--- src/rtl/ps2_rx_fifo.sv ---
// ============================================================================
// Module   : ps2_rx_fifo
// Purpose  : PS/2 device-to-host receiver. Deserializes 11-bit frames,
//            checks framing and queues good scan codes in a small FIFO
//            that the keyboard controller drains via ready/nextdata_n.
// Options  : PS2_PARITY_CHECK_EN - when defined, frames with bad odd
//            parity are rejected; otherwise the parity bit is ignored.
// Revision : 1.0 - initial release
// ============================================================================
`timescale 1ns/1ps
`default_nettype none

module ps2_rx_fifo #(
    parameter int DEPTH_LOG2 = 3,
    parameter int TIMEOUT    = 5000
) (
    input  logic       clk,
    input  logic       clrn,
    input  logic       ps2_clk,
    input  logic       ps2_data,
    input  logic       nextdata_n,
    output logic [7:0] data,
    output logic       ready,
    output logic       overflow,
    output logic       frame_err
);

    localparam logic [12:0]           c_timeout = 13'(TIMEOUT);
    localparam logic [DEPTH_LOG2-1:0] c_ptr_one = DEPTH_LOG2'(1);
    localparam logic [DEPTH_LOG2:0]   c_cnt_one = (DEPTH_LOG2 + 1)'(1);

    typedef enum logic [0:0] {
        S_IDLE = 1'b0,
        S_RECV = 1'b1
    } state_t;

    // Synchronizers (reset to the idle-high bus level)
    logic [2:0]  ps2_clk_sync_q,  ps2_clk_sync_d;
    logic [2:0]  ps2_data_sync_q, ps2_data_sync_d;

    // Frame receiver
    state_t      state_q,     state_d;
    logic [3:0]  bitcnt_q,    bitcnt_d;
    logic [9:0]  rxbuf_q,     rxbuf_d;
    logic [12:0] idle_cnt_q,  idle_cnt_d;
    logic        frame_err_q, frame_err_d;

    // FIFO
    logic [7:0]            mem_q [2**DEPTH_LOG2];
    logic [DEPTH_LOG2-1:0] w_ptr_q,    w_ptr_d;
    logic [DEPTH_LOG2-1:0] r_ptr_q,    r_ptr_d;
    logic [DEPTH_LOG2:0]   count_q,    count_d;
    logic                  overflow_q, overflow_d;

    // Combinational helpers
    logic       w_fall;
    logic       w_data_bit;
    logic       w_parity_ok;
    logic       w_frame_ok;
    logic       w_push;
    logic [7:0] w_push_byte;
    logic       w_full;
    logic       w_pop;
    logic       w_push_ok;

    // Edge detect on the two oldest clock sync stages; data taken from the
    // oldest data stage, which is stable around a PS/2 falling edge.
    assign w_fall      = ps2_clk_sync_q[2] & ~ps2_clk_sync_q[1];
    assign w_data_bit  = ps2_data_sync_q[2];
    assign w_push_byte = rxbuf_q[8:1];

`ifdef PS2_PARITY_CHECK_EN
    // Odd parity over data + parity bit: an odd number of ones is good.
    assign w_parity_ok = ^rxbuf_q[9:1];
`else
    assign w_parity_ok = 1'b1;
`endif

    // Before the stop-bit shift: rxbuf[0]=start, [8:1]=data, [9]=parity.
    assign w_frame_ok = ~rxbuf_q[0] & w_data_bit & w_parity_ok;

    // Receiver next-state: shift bits in, check the frame on bit 10, timeout
    always_comb begin
        ps2_clk_sync_d  = {ps2_clk_sync_q[1:0], ps2_clk};
        ps2_data_sync_d = {ps2_data_sync_q[1:0], ps2_data};
        bitcnt_d        = bitcnt_q;
        rxbuf_d         = rxbuf_q;
        idle_cnt_d      = idle_cnt_q;
        frame_err_d     = 1'b0;
        w_push          = 1'b0;

        if (w_fall) begin
            rxbuf_d    = {w_data_bit, rxbuf_q[9:1]};
            idle_cnt_d = 13'd0;
            if (bitcnt_q == 4'd10) begin
                bitcnt_d = 4'd0;
                if (w_frame_ok) begin
                    w_push = 1'b1;
                end else begin
                    frame_err_d = 1'b1;
                end
            end else begin
                bitcnt_d = bitcnt_q + 4'd1;
            end
        end else if (state_q == S_RECV) begin
            if (idle_cnt_q == c_timeout) begin
                // Stalled sender: drop the partial frame
                bitcnt_d    = 4'd0;
                idle_cnt_d  = 13'd0;
                frame_err_d = 1'b1;
            end else begin
                idle_cnt_d = idle_cnt_q + 13'd1;
            end
        end else begin
            idle_cnt_d = 13'd0;
        end

        state_d = (bitcnt_d == 4'd0) ? S_IDLE : S_RECV;
    end

    // FIFO next-state: a pop frees a slot before a same-cycle push is judged
    always_comb begin
        w_full     = count_q[DEPTH_LOG2];
        w_pop      = ~nextdata_n & (count_q != '0);
        w_push_ok  = w_push & (~w_full | w_pop);
        w_ptr_d    = w_push_ok ? (w_ptr_q + c_ptr_one) : w_ptr_q;
        r_ptr_d    = w_pop     ? (r_ptr_q + c_ptr_one) : r_ptr_q;
        count_d    = count_q;
        overflow_d = overflow_q;

        if (w_push_ok && !w_pop) begin
            count_d = count_q + c_cnt_one;
        end else if (!w_push_ok && w_pop) begin
            count_d = count_q - c_cnt_one;
        end

        if (w_push && !w_push_ok) begin
            overflow_d = 1'b1;
        end else if (w_pop) begin
            overflow_d = 1'b0;
        end
    end

    // State registers with synchronous active-low reset
    always_ff @(posedge clk) begin
        if (!clrn) begin
            ps2_clk_sync_q  <= 3'b111;
            ps2_data_sync_q <= 3'b111;
            state_q         <= S_IDLE;
            bitcnt_q        <= 4'd0;
            rxbuf_q         <= 10'd0;
            idle_cnt_q      <= 13'd0;
            frame_err_q     <= 1'b0;
            w_ptr_q         <= '0;
            r_ptr_q         <= '0;
            count_q         <= '0;
            overflow_q      <= 1'b0;
        end else begin
            ps2_clk_sync_q  <= ps2_clk_sync_d;
            ps2_data_sync_q <= ps2_data_sync_d;
            state_q         <= state_d;
            bitcnt_q        <= bitcnt_d;
            rxbuf_q         <= rxbuf_d;
            idle_cnt_q      <= idle_cnt_d;
            frame_err_q     <= frame_err_d;
            w_ptr_q         <= w_ptr_d;
            r_ptr_q         <= r_ptr_d;
            count_q         <= count_d;
            overflow_q      <= overflow_d;
        end
    end

    // FIFO storage; contents need no reset since data is masked when empty
    always_ff @(posedge clk) begin
        if (clrn && w_push_ok) begin
            mem_q[w_ptr_q] <= w_push_byte;
        end
    end

    assign ready     = (count_q != '0);
    assign data      = ready ? mem_q[r_ptr_q] : 8'h00;
    assign overflow  = overflow_q;
    assign frame_err = frame_err_q;

endmodule

`default_nettype wire

--- config.mk ---
export PLATFORM = sky130hd
export DESIGN_NAME = ps2_rx_fifo
export DESIGN_NICKNAME = d
export VERILOG_FILES = /design/src/rtl/ps2_rx_fifo.sv
export SDC_FILE = /design/constraint.sdc
export NUM_CORES = 1
export LEC_CHECK = 0
export BUFFER_PORTS_ARGS = -buffer_cell sky130_fd_sc_hd__buf_2
export CORE_AREA = 2 2 104 106
export DETAILED_ROUTE_END_ITERATION = 6
export DIE_AREA = 0 0 106 108
export PLACE_DENSITY = 0.68
export SLEW_MARGIN = 10
export SYNTH_ARGS = -nofsm -noshare
export SYNTH_HDL_FRONTEND = slang
export SYNTH_SLANG_ARGS = --single-unit
--- constraint.sdc ---
create_clock -name clk -period 7.19 [get_ports clk]
set_input_delay 0.3595 -clock clk [delete_from_list [all_inputs] [get_ports clk]]
set_output_delay 0.3595 -clock clk [all_outputs]
set_load 0.05 [all_outputs]
==> results.json <==
{
  "critPathLaunchType": "register",
  "finalSetupViolCount": 0,
  "setup_tns_ns": 0,
  "max_slew.worst_pin.slew_ns": 1.07,
  "root_buffer": "clkbuf_8",
  "timing.final.crit_share_pct": 38.0,
  "row_count": 37,
  "synth.area.top_cells": "edfxtp_1 43%, dfxtp_1 22%, mux4_2 8.0%",
  "yosysMostFrequentCell": "edfxtp_1",
  "power_mw": 2.03,
  "cts_buffer_depth": 2,
  "syn_to_final_growth_pct": 18.3,
  "crit_path_end_kind": "register",
  "cts_setup_buffers": 0,
  "yosys.area.top_type": "edfxtp_1",
  "drc": 0,
  "relSlewSlack_pct": 28.2,
  "cp.required_ns": 7.63,
  "path_max_fanout": 8,
  "ir_drop_mv": 0.244,
  "pre_cts_ws_ns": 4.47,
  "seq_area_frac_synth_pct": 64.3,
  "synth_top_area_share_pct": 42.6,
  "coreArea_um2": 10200,
  "wirelength_um": 8000,
  "cts_htree_levels": 4,
  "outcome": "finished, final reports clean",
  "synth-async-reset-ratio_pct": 0,
  "wl_per_cell_um": 15.5,
  "hold_path_class": "input pin to register",
  "diodes": 0,
  "skew_ns": 0.00959,
  "cts_tree": "yes",
  "power_leakage_nw": 1.78,
  "vias": 2633,
  "first_iter_violations": 135,
  "track_usage_pct": 15.7,
  "ys_ff_latch": 113,
  "utilization_pct": 52.2,
  "syn_inst": 343,
  "fin_ws_ns": 4.46,
  "design_area_um2": 5340,
  "ys.flop_type": "edfxtp_1",
  "dr.pass1.iters": 4,
  "placed_cell_area_um2": 4730,
  "hpwlAfterDp_um": 4870,
  "io_pins": 16,
  "grt_max_degree": 26,
  "worstSetupPathType": "register to register",
  "synthDistinctLibCells": 44,
  "grt_pass1_wl_um": 13300,
  "viasPerCell": 5.11,
  "hold_viol": 0,
  "layout.nets": 379,
  "die_h_um": 108,
  "power_density_nw_per_um2": 380,
  "fillCellCount": 869,
  "cts_buffers": 17,
  "detail-route-antenna-nets": 0,
  "path_clk_slew_ns": 0.06,
  "synth_commonest_cells": "64 x edfxtp_1, 49 x dfxtp_1, 44 x nor2_1",
  "die-area_um2": 11400,
  "antenna_found_initial": 0,
  "drv_cap": 0,
  "die_w_um": 106,
  "grt_pass1_vias": 2717,
  "grt_overflow": 0,
  "fmax_mhz": 366,
  "synth_edf_count": 64,
  "grt_setup_unrepaired": "no",
  "postSynthAreaPerCell_um2": 13.2,
  "arrival_ns": 3.17,
  "cts_resized": 0,
  "clkSinkCount": 113,
  "netlist_area_um2": 4520,
  "portBuffers": 15,
  "start_util_pct": 44.1,
  "gp_congestion": 0.776,
  "yosysWarnings": 0,
  "syn_nets": 356,
  "clkLatencyLatePin_ns": 0.50,
  "hold_buffers": 0,
  "finalMaxSlewViolations": 0,
  "period_needed_ns": 2.73,
  "drive_gt1_share_pct": 18.7
}
## state kept, by name (all words and copies together) (netlist names), named ones only
name	cells
r_ptr_q	3
rxbuf_q	10
mem_q	64
w_ptr_q	3
bitcnt_q	4
overflow	1
ps2_data_sync_q	3
ps2_clk_sync_q	3
state_q	1
idle_cnt_q	13
count_q	4
frame_err	1
## critical path, cell delays in order (launching register included)
cell	delay, ns
dfxtp_1	0.45
nand4b_1	0.25
a2111oi_4	0.58
ha_1	0.28
inv_1	0.10
ha_1	0.33
a21oi_1	0.20
a211oi_1	0.10
a31oi_1	0.19
mux2i_1	0.19
## stage by stage
| step | hold WS, ns | std cells |
|---|---|---|
| floorplan | 0.386 | 343 |
| global placement | 0.390 | 483 |
| detailed placement | 0.391 | 483 |
| CTS | 0.00740 | 515 |
| global route | 0.0156 | 515 |
| finish | 0.0311 | 515 |
## where the power goes
part           internal [mW]  leakage (nW)  switching, mW
combinational          0.159         0.497          0.294
sequential             0.698         0.990         0.0281
clock                  0.539         0.294          0.310
## area by class of cell
class	instances	area (um2)	share of cell area [%]
inverter	11	41.3	0.773
multi-input combinational	204	1510	28.3
tap	136	170	3.19
timing repair buffer	19	105	1.97
sequential	113	2900	54.3
clock inverter	15	198	3.70
clock buffer	17	414	7.75
## placed cells by master, fill, tap and decap left out, types with 2 or more instances in the layout
| cell | instances |
|---|---|
| nand4_1 | 4 |
| inv_8 | 2 |
| inv_6 | 5 |
| nand2b_1 | 11 |
| a21oi_1 | 17 |
| clkinv_4 | 3 |
| mux2i_1 | 11 |
| edfxtp_1 | 64 |
| nor3_1 | 7 |
| nand2_1 | 30 |
| nor2_1 | 44 |
| a31oi_1 | 2 |
| buf_4 | 4 |
| o21ai_0 | 4 |
| o31ai_1 | 2 |
| buf_2 | 15 |
| bufinv_16 | 3 |
| inv_1 | 11 |
| ha_1 | 7 |
| xor2_1 | 3 |
| xnor2_1 | 14 |
| clkbuf_16 | 16 |
| dfxtp_1 | 49 |
| mux4_2 | 16 |
| nand3b_1 | 2 |
| clkinvlp_4 | 2 |
| nand3_1 | 9 |
## cells by family (layout without fill, tap and decap cells)
group / count (synthesis) / count (layout) / synth area share, %
flip-flops: 113 / 113 / 64.3
adder cells (fa/ha/maj): 8 / 8 / 2.38
buffers and inverters: 26 / 62 / 2.41
XOR/XNOR: 17 / 17 / 3.30
AO/OA/AOI/OAI: 34 / 34 / 4.99
AND/OR/NAND/NOR: 118 / 118 / 12.2
multiplexers: 27 / 27 / 10.4
## routing by layer
metal  part of all wire, %  track usage (%)  routed length, um
met5                     0                0                  0
met3                   2.9             4.88                233
met4                  0.95             6.20                 76
met2                    53             27.6               4260
met1                    43             18.0               3420
## path summary, 6_finish.rpt
| check | start | to | slack (ns) | cells after the start |
|---|---|---|---|---|
| hold reg to reg | ps2_data_sync_q[1] | ps2_data_sync_q[2] | 0.40 | 1 |
| setup / recovery | bitcnt_q[3] | count_q[3] | 4.46 | 9 |
| hold / removal | ps2_data | ps2_data_sync_q[0] | 0.03 | 2 |
| setup reg to reg | bitcnt_q[3] | count_q[3] | 4.46 | 9 |
No activity file was read; power rests on OpenSTA's default activity.
